[src/rtl/atom_mem_arbiter.sv]
// Arbitrates the single spram port between CPU accesses and the ioctl utility-ROM
// download, buffering download bytes in a small FIFO with registered back-pressure.
module atom_mem_arbiter #(
  parameter logic [17:0] DL_BASE    = 18'h17000,
  parameter int unsigned DL_SIZE    = 4096,
  parameter int unsigned FIFO_DEPTH = 4
) (
  input  logic        clk_sys,
  input  logic        reset,
  input  logic        cpu_req,
  input  logic        cpu_we,
  input  logic [17:0] cpu_addr,
  input  logic [7:0]  cpu_din,
  input  logic        cpu_rom,
  output logic [7:0]  cpu_dout,
  output logic        cpu_ack,
  input  logic        dl_active,
  input  logic        dl_wr,
  input  logic [24:0] dl_addr,
  input  logic [7:0]  dl_data,
  output logic        dl_wait,
  output logic        dl_overflow,
  output logic        dl_done,
  output logic [17:0] mem_addr,
  output logic [7:0]  mem_din,
  output logic        mem_we,
  input  logic [7:0]  mem_dout
);

  localparam int unsigned PW = (FIFO_DEPTH > 1) ? $clog2(FIFO_DEPTH) : 1;
  localparam int unsigned CW = $clog2(FIFO_DEPTH + 1);

  localparam logic [1:0] IDLE     = 2'd0;
  localparam logic [1:0] CPU_ADDR = 2'd1;
  localparam logic [1:0] CPU_DATA = 2'd2;
  localparam logic [1:0] DL_WRITE = 2'd3;

  logic [1:0]    state_q, state_d;
  logic          ready_q;
  logic          is_wr_q, is_wr_d;
  logic [7:0]    cpu_dout_q, cpu_dout_d;
  logic          cpu_ack_q, cpu_ack_d;
  logic [17:0]   mem_addr_q, mem_addr_d;
  logic [7:0]    mem_din_q, mem_din_d;
  logic          mem_we_q, mem_we_d;
  logic [19:0]   fifo_q [FIFO_DEPTH];
  logic [19:0]   fifo_d [FIFO_DEPTH];
  logic [PW-1:0] wr_ptr_q, wr_ptr_d, rd_ptr_q, rd_ptr_d;
  logic [CW-1:0] count_q, count_d;
  logic          dl_wait_q, dl_wait_d;
  logic          dl_overflow_q, dl_overflow_d;
  logic          dl_done_q, dl_done_d;
  logic          dl_active_q;
  logic          done_pend_q, done_pend_d;

  logic          dl_rise, dl_fall, push, pop, pend;
  logic          fifo_hi, fifo_full, fifo_empty, in_window;
  logic [19:0]   head;

  function automatic logic [PW-1:0] ptr_inc(input logic [PW-1:0] p);
    return (p == PW'(FIFO_DEPTH - 1)) ? '0 : p + PW'(1);
  endfunction

  assign dl_rise    = dl_active & ~dl_active_q;
  assign dl_fall    = ~dl_active & dl_active_q;
  assign in_window  = dl_addr < 25'(DL_SIZE);
  // "Full" for arbitration is the dl_wait threshold: an honoured dl_wait never lets
  // the count reach FIFO_DEPTH, so only this level can starve a held cpu_req.
  assign fifo_hi    = count_q >= CW'(FIFO_DEPTH - 1);
  assign fifo_full  = count_q == CW'(FIFO_DEPTH);
  assign fifo_empty = count_q == '0;
  assign head       = fifo_q[rd_ptr_q];
  assign push       = dl_wr & dl_active & in_window & (~fifo_full | dl_rise);

  always_comb begin
    state_d    = state_q;
    is_wr_d    = is_wr_q;
    cpu_dout_d = cpu_dout_q;
    cpu_ack_d  = 1'b0;
    mem_addr_d = mem_addr_q;
    mem_din_d  = mem_din_q;
    mem_we_d   = 1'b0;
    pop        = 1'b0;
    unique case (state_q)
      IDLE: if (ready_q) begin
        // The ack cycle never re-samples cpu_req; a held request waits one edge.
        if (cpu_req && !cpu_ack_q && !fifo_hi) begin
          state_d    = CPU_ADDR;
          is_wr_d    = cpu_we;
          mem_addr_d = cpu_addr;
          if (cpu_we) begin
            mem_din_d = cpu_din;
            mem_we_d  = ~cpu_rom;
          end
        end else if (!fifo_empty && !dl_rise) begin
          state_d    = DL_WRITE;
          pop        = 1'b1;
          mem_addr_d = DL_BASE + {6'd0, head[19:8]};
          mem_din_d  = head[7:0];
          mem_we_d   = 1'b1;
        end
      end
      CPU_ADDR: begin
        if (is_wr_q) begin
          state_d   = IDLE;
          cpu_ack_d = 1'b1;
        end else begin
          state_d = CPU_DATA;
        end
      end
      CPU_DATA: begin
        state_d    = IDLE;
        cpu_ack_d  = 1'b1;
        cpu_dout_d = mem_dout;
      end
      default: state_d = IDLE;
    endcase
  end

  always_comb begin
    fifo_d   = fifo_q;
    wr_ptr_d = dl_rise ? '0 : wr_ptr_q;
    rd_ptr_d = dl_rise ? '0 : rd_ptr_q;
    count_d  = dl_rise ? '0 : count_q;
    if (push) begin
      fifo_d[wr_ptr_d] = {dl_addr[11:0], dl_data};
      wr_ptr_d         = ptr_inc(wr_ptr_d);
      count_d          = count_d + CW'(1);
    end
    if (pop) begin
      rd_ptr_d = ptr_inc(rd_ptr_q);
      count_d  = count_d - CW'(1);
    end
    dl_wait_d     = count_d >= CW'(FIFO_DEPTH - 1);
    dl_overflow_d = dl_rise ? 1'b0 : dl_overflow_q;
    if (dl_wr && dl_active && !push) dl_overflow_d = 1'b1;
    pend          = done_pend_q | dl_fall;
    dl_done_d     = pend & ~dl_active & fifo_empty & (state_q == IDLE);
    done_pend_d   = pend & ~dl_done_d & ~dl_rise;
  end

  always_ff @(posedge clk_sys or posedge reset) begin
    if (reset) begin
      state_q       <= IDLE;
      ready_q       <= 1'b0;
      is_wr_q       <= 1'b0;
      cpu_dout_q    <= '0;
      cpu_ack_q     <= 1'b0;
      mem_addr_q    <= '0;
      mem_din_q     <= '0;
      mem_we_q      <= 1'b0;
      for (int unsigned i = 0; i < FIFO_DEPTH; i++) fifo_q[i] <= '0;
      wr_ptr_q      <= '0;
      rd_ptr_q      <= '0;
      count_q       <= '0;
      dl_wait_q     <= 1'b0;
      dl_overflow_q <= 1'b0;
      dl_done_q     <= 1'b0;
      dl_active_q   <= 1'b0;
      done_pend_q   <= 1'b0;
    end else begin
      state_q       <= state_d;
      ready_q       <= 1'b1;
      is_wr_q       <= is_wr_d;
      cpu_dout_q    <= cpu_dout_d;
      cpu_ack_q     <= cpu_ack_d;
      mem_addr_q    <= mem_addr_d;
      mem_din_q     <= mem_din_d;
      mem_we_q      <= mem_we_d;
      fifo_q        <= fifo_d;
      wr_ptr_q      <= wr_ptr_d;
      rd_ptr_q      <= rd_ptr_d;
      count_q       <= count_d;
      dl_wait_q     <= dl_wait_d;
      dl_overflow_q <= dl_overflow_d;
      dl_done_q     <= dl_done_d;
      dl_active_q   <= dl_active;
      done_pend_q   <= done_pend_d;
    end
  end

  assign cpu_dout    = cpu_dout_q;
  assign cpu_ack     = cpu_ack_q;
  assign mem_addr    = mem_addr_q;
  assign mem_din     = mem_din_q;
  assign mem_we      = mem_we_q;
  assign dl_wait     = dl_wait_q;
  assign dl_overflow = dl_overflow_q;
  assign dl_done     = dl_done_q;

endmodule

[config.mk]
export PLATFORM = sky130hd
export DESIGN_NAME = atom_mem_arbiter
export DESIGN_NICKNAME = d
export VERILOG_FILES = /design/src/rtl/atom_mem_arbiter.sv
export SDC_FILE = /design/constraint.sdc
export NUM_CORES = 1
export LEC_CHECK = 0
export CORE_MARGIN = 5
export CORE_UTILIZATION = 40
export CTS_CLUSTER_SIZE = 40
export DETAILED_ROUTE_END_ITERATION = 10
export PLACE_DENSITY = 0.65
export SLEW_MARGIN = 10
export SYNTH_ARGS = -nofsm -noshare
export SYNTH_HDL_FRONTEND = slang
export SYNTH_SLANG_ARGS = --single-unit
[constraint.sdc]
create_clock -name clk_sys -period 11.6 [get_ports clk_sys]
set_clock_uncertainty 0.15 [all_clocks]
set_input_delay 3.48 -clock clk_sys [delete_from_list [all_inputs] [get_ports clk_sys]]
set_output_delay 3.48 -clock clk_sys [all_outputs]
set_load 0.005 [all_outputs]
==> results of run 1 <==
[cell families after synthesis]
kind of cell	after synthesis	share of synthesized area
buffers and inverters	26	0.0281
DFF	132	0.550
AOI/OAI and AO/OA	39	0.0435
muxes	127	0.274
and+or+nand+nor	92	0.0787
xor gates and xnor gates	3	0.00437
other	1	0.000624
adders and majority gates	10	0.0208
[stage by stage]
step	instances	total power, uW
after floorplan	430	826
after global placement	709	1030
after detailed placement	709	1040
after CTS	741	1600
after global routing	741	1660
final	741	1570
[placed cells by master (no fill, tap or decap), drive strengths merged, types with 2 or more instances in the layout]
cell	instances
nor2b	3
clkdlybuf4s50	112
and2	2
bufinv	3
nand2	48
nor2	18
dfrtp	132
clkinvlp	3
or2	2
nor4	2
o22a	4
inv	6
mux4	20
and4bb	2
xnor2	2
a31oi	9
ha	10
nor3	3
a22o	2
nand3	3
buf	4
clkbuf	21
nand2b	2
mux2i	18
o21ai	16
mux2	89
clkinv	4
a21oi	5
[layout make-up]
class | count | area (sq um) | share of cell area
clock buffer | 21 | 470 | 0.0599
clock inverter | 11 | 149 | 0.0189
inverter | 5 | 21.3 | 0.00271
multi-input combinational | 272 | 2530 | 0.323
sequential | 132 | 3300 | 0.420
tap | 184 | 230 | 0.0293
timing repair buffer | 116 | 1150 | 0.146
[final timing paths]
check | end | slack, ns
worst max-delay path | fifo_q[13] | 5.65
worst min-delay path | mem_addr[4] | 0.33
worst max register to register | fifo_q[13] | 8.88
worst min register to register | mem_addr[4] | 0.33
max in group asynchronous | mem_din[3] | 6.42
min in group asynchronous | mem_addr[11] | 3.38
[where the power goes]
part           internal [uW]  leakage, uW  total [uW]  switching [uW]
logic                    242      0.00155         437             195
clock network            355     0.000296         552             197
registers                538      0.00177         584            45.6
[per-layer routing]
metal	routed length, um	GRT usage	up-vias
li1	-	-	1777
met1	5580	0.190	1947
met2	6780	0.267	78
met3	481	0.0440	16
met4	205	0.0577	0
met5	0	0	-
[tightest hold or removal path: stages (launching register included)]
cell and delay (ns):
dfrtp_1 0.34, nand2_1 0.04, o21ai_0 0.06
[flip-flops by register name, summed over array words and instances (netlist names), 2 cells and up]
signal,cells
mem_addr,18
wr_ptr_q,2
state_q,2
mem_din,8
cpu_dout,8
fifo_q,80
count_q,3
rd_ptr_q,2
==> impl_metrics.toml, run 1 <==
[placement]
hpwl_mm = 8.89
gp_congestion = 0.779
port_buffers = 112
post-place-ws_ns = 5.21
placed_area_sq_mm = 0.00724

[setup_path]
crit_path_cell_trace = "clkdlybuf4s50_1 > and2b_1 > nor4b_4 > nor3_4 > nand2_1 > mux2_2"
slowest_stage = "nand2_1"
start_kind = "primary input"
critPathTopFamily = "simple AND/OR/NAND/NOR gates"
path_depth = 6
crit_buf_inv = 1
r2r-start = "dl_active_q"
cpPeakStageDelay_ns = 0.86
rr_worst_depth = 5
cp.arrival_ns = 6.10
crit_path_max_fanout = 20
cp.required_ns = 11.74
end_kind = "flop"
setup.worst_path.start = "dl_active"
critPathKind = "in2reg"

[logic_synthesis]
synth_nets = 514
syn_area_sq_mm = 0.00601
ys_types = 43
async_reset_ff_frac = 1.00
synth_most_common_cell = "dfrtp_1"
synth.avg_cell_area_sq_um = 14.0
post-synth-top-area-fraction = 0.550
yosysWarnings = 0
post-synth-top-area-cell = "dfrtp_1"
synth_common_cells = "132 x dfrtp_1, 89 x mux2_2, 48 x nand2_1"
yosysSeqAreaShare = 0.550
synth.area.top_cells = "dfrtp_1 55%, mux2_2 17%, mux4_2 7.5%"
synth-seq-cells = 132
synthFlopType = "dfrtp_1"
synth_edf_count = 0
synthCells = 430

[clock_tree]
post_cts_resized = 0
cts_buffers = 17
clock_latency_ns = 0.41
cts-root-buf = "clkbuf_16"
hold_buffers = 0
tritoncts = "yes"
cts_sinks = 132
clkTransAtPathRegs_ns = 0.06
h-tree-depth = 4
postCtsSetupRepairBufs = 0
cts_buffer_depth = 2

[grt]
grt_pass1_vias = 4106
grt_first_pass_wirelength_mm = 21.7
overflow = 0
antenna_found_initial = 0
grt_use_total = 0.157
grt_start_max_net_pins = 81

[min_path]
hold_start = "mem_addr[4]"
min_path_cells = 2
hold_class = "reg2reg"

[sta]
finalSetupViolations = 0
hold_violations = 0
fin_hold_ws_ns = 0.327
timing.final.ws_setup_ns = 5.65
fmax_mhz = 168
slew_headroom = 0.225
rsz0062_at_grt = "false"
tightest_slew_ns = 1.16
tns_ns = 0
finalCritPeriodShare = 0.513
final.min_clock_period_ns = 5.95
drv_slew = 0

[pwr]
p_per_area_mw_per_mm2 = 200
p_leak_uw = 0.00361
ir_worst_vdd_mv = 0.117

[finish]
fill_cells = 1236
drive_gt1_frac = 0.278
fin_util = 0.537
final_area_sq_mm = 0.00786
fin_nets = 628
antenna_cells = 0
area_delta_synth_final_pct = 30.8

[die]
rows = 44
die-width_um = 133
core_sq_mm = 0.0146
start_util = 0.410
ios = 113
dieArea_sq_mm = 0.0176
die_y_um = 133

[flow_run]
drv_cap = 0

[routing]
ant_nets = 0
wl_mm = 13.1
drt_iter0_markers = 240
wire_per_inst_um = 17.6
vias = 3818
via_per_inst = 5.15
first_pass_iters = 5
drc = 0

[outcome]
outcome = "finished, final reports clean"
(Power assumes the default switching activity.)
==> inputs of run 2 (changes only) <==
Clock period 11.6 ns to 5.9 ns, I/O delays scaled along.
==> run 2 against run 1 <==
Global-route usage decreased by 0.11 points. Sequential power grew 97%. Count of clock-buffer cells in the layout decreased by 2. Utilization decreased by 0.086 points.
==> impl_metrics.toml, run 2 (synthesized netlist as in run 1, its figures left out) <==
[finish]
regMostFlops = "fifo_q"
area_delta_synth_final_pct = 30.6
antenna_cells = 0
fin_nets = 629
drive_gt1_frac = 0.281
final_cell_mix = "132 x dfrtp_1, 112 x clkdlybuf4s50_1, 89 x mux2_2, 48 x nand2_1, 20 x mux4_2"
largest_reg_flops = 80
final_common_cell = "dfrtp_1"

[placement]
gp_congestion = 0.777
hpwl_mm = 8.96
port_buffers = 112

[min_path]
min_path_cells = 2
hold_class = "reg2reg"

[sta]
final.min_clock_period_ns = 4.17
tightest_slew_ns = 1.08
tns_ns = 0
fmax_mhz = 240
slew_headroom = 0.277
drv_slew = 0
rsz0062_at_grt = "false"
hold_violations = 0
finalSetupViolations = 0
finalCritPeriodShare = 0.706

[routing]
drt_iter0_markers = 168
drc = 0
first_pass_iters = 5
wl_mm = 12.8
vias = 3813
via_per_inst = 5.14
wire_per_inst_um = 17.2
ant_nets = 0

[clock_tree]
postCtsSetupRepairBufs = 0
post_cts_resized = 0
h-tree-depth = 4
clock_latency_ns = 0.41
cts_sinks = 132
hold_buffers = 0
cts_buffers = 17
cts-root-buf = "clkbuf_16"
cts_buffer_depth = 2
clkTransAtPathRegs_ns = 0.05
tritoncts = "yes"

[grt]
overflow = 0
grt_pass1_vias = 4147
grt_first_pass_wirelength_mm = 21.8
grt_start_max_net_pins = 74
antenna_found_initial = 0
grt_use_total = 0.156

[pwr]
total_power_uw = 3030
p_leak_uw = 0.00360
sw_frac_of_total = 0.281
ir_worst_vdd_mv = 0.268
switching_power_uw = 852
pwr-share-seq = 0.379
p_comb_frac = 0.284
power_frac_clock = 0.337
p_per_area_mw_per_mm2 = 386
intPower_uw = 2180

[setup_path]
end_kind = "flop"
critPathKind = "in2reg"
setup.worst_path.start = "dl_active"
start_kind = "primary input"
setup.worst_path.end = "fifo_q[27]"
cp.required_ns = 6.03
cp.arrival_ns = 4.30
r2r-start = "dl_active_q"
rr_worst_depth = 5
reg2reg_to = "fifo_q[27]"
crit_path_max_fanout = 20
reg2reg_slack_ns = 3.24

[die]
core_sq_mm = 0.0146
dieArea_sq_mm = 0.0176
die-width_um = 133
die_y_um = 133
ios = 113
rows = 44
start_util = 0.410

[flow_run]
drv_cap = 0

[outcome]
outcome = "finished, final reports clean"
-- run 2: cell count changes in the layout (fill, tap and decap cells not counted) --
cell       before  now
clkinv_4        2    3
buf_12          0    1
bufinv_16       3    2
inv_6           1    0
clkbuf_1        1    0
clkbuf_8        3    2
clkinv_2        2    5
-- run 2: cell type report --
cell class	instances	area [sq um]
tap	184	230
sequential	132	3300
clock buffer	19	453
inverter	5	21.3
fill	1237	6800
multi-input combinational	272	2530
timing repair buffer	117	1170
clock inverter	13	134
-- run 2: how the worst min path moves through the flow --
| stage | from | end | slack, ns |
|---|---|---|---|
| 2_1_floorplan | mem_addr[0] | mem_addr[0] | 0.32 |
| 5_1_grt | fifo_q[16] | fifo_q[16] | 0.35 |
| 4_1_cts | mem_addr[11] | mem_addr[11] | 0.34 |
| 6_report | mem_addr[6] | mem_addr[6] | 0.33 |
| 3_3_place_gp | mem_addr[7] | mem_addr[7] | 0.32 |
| 3_5_place_dp | mem_addr[11] | mem_addr[11] | 0.32 |
-- run 2: power by group through the flow --
stage | logic (uW) | registers (uW) | clock network, uW
after floorplan | 454 | 1170 | 0
after global placement | 864 | 1160 | 0
after detailed placement | 878 | 1170 | 0
after CTS | 881 | 1150 | 1050
after global routing | 947 | 1170 | 1090
final | 859 | 1150 | 1020
-- run 2: routing by layer --
metal	track usage	wire, um
met5	0	0
met3	0.0444	476
met2	0.268	6680
met1	0.190	5510
met4	0.0491	126
-- run 2: metrics by stage --
stage               std cells   util  worst slack (ns)  hold WS (ns)  cell area, sq um
floorplan                 430      -             0.454         0.321              6010
global placement          710  0.496              1.32         0.316              7260
detailed placement        710  0.496              1.26         0.324              7260
CTS                       742  0.536              1.69         0.339              7850
global route              742  0.536              1.57         0.355              7850
finish                    742  0.536              1.73         0.333              7850
-- run 2: worst max-delay path, cell delays in order --
cell and delay (ns):
clkdlybuf4s50_1 0.51, and2b_1 0.29, nor4b_4 0.38, nor3_4 0.11, nand2_1 0.81, mux2_2 0.43
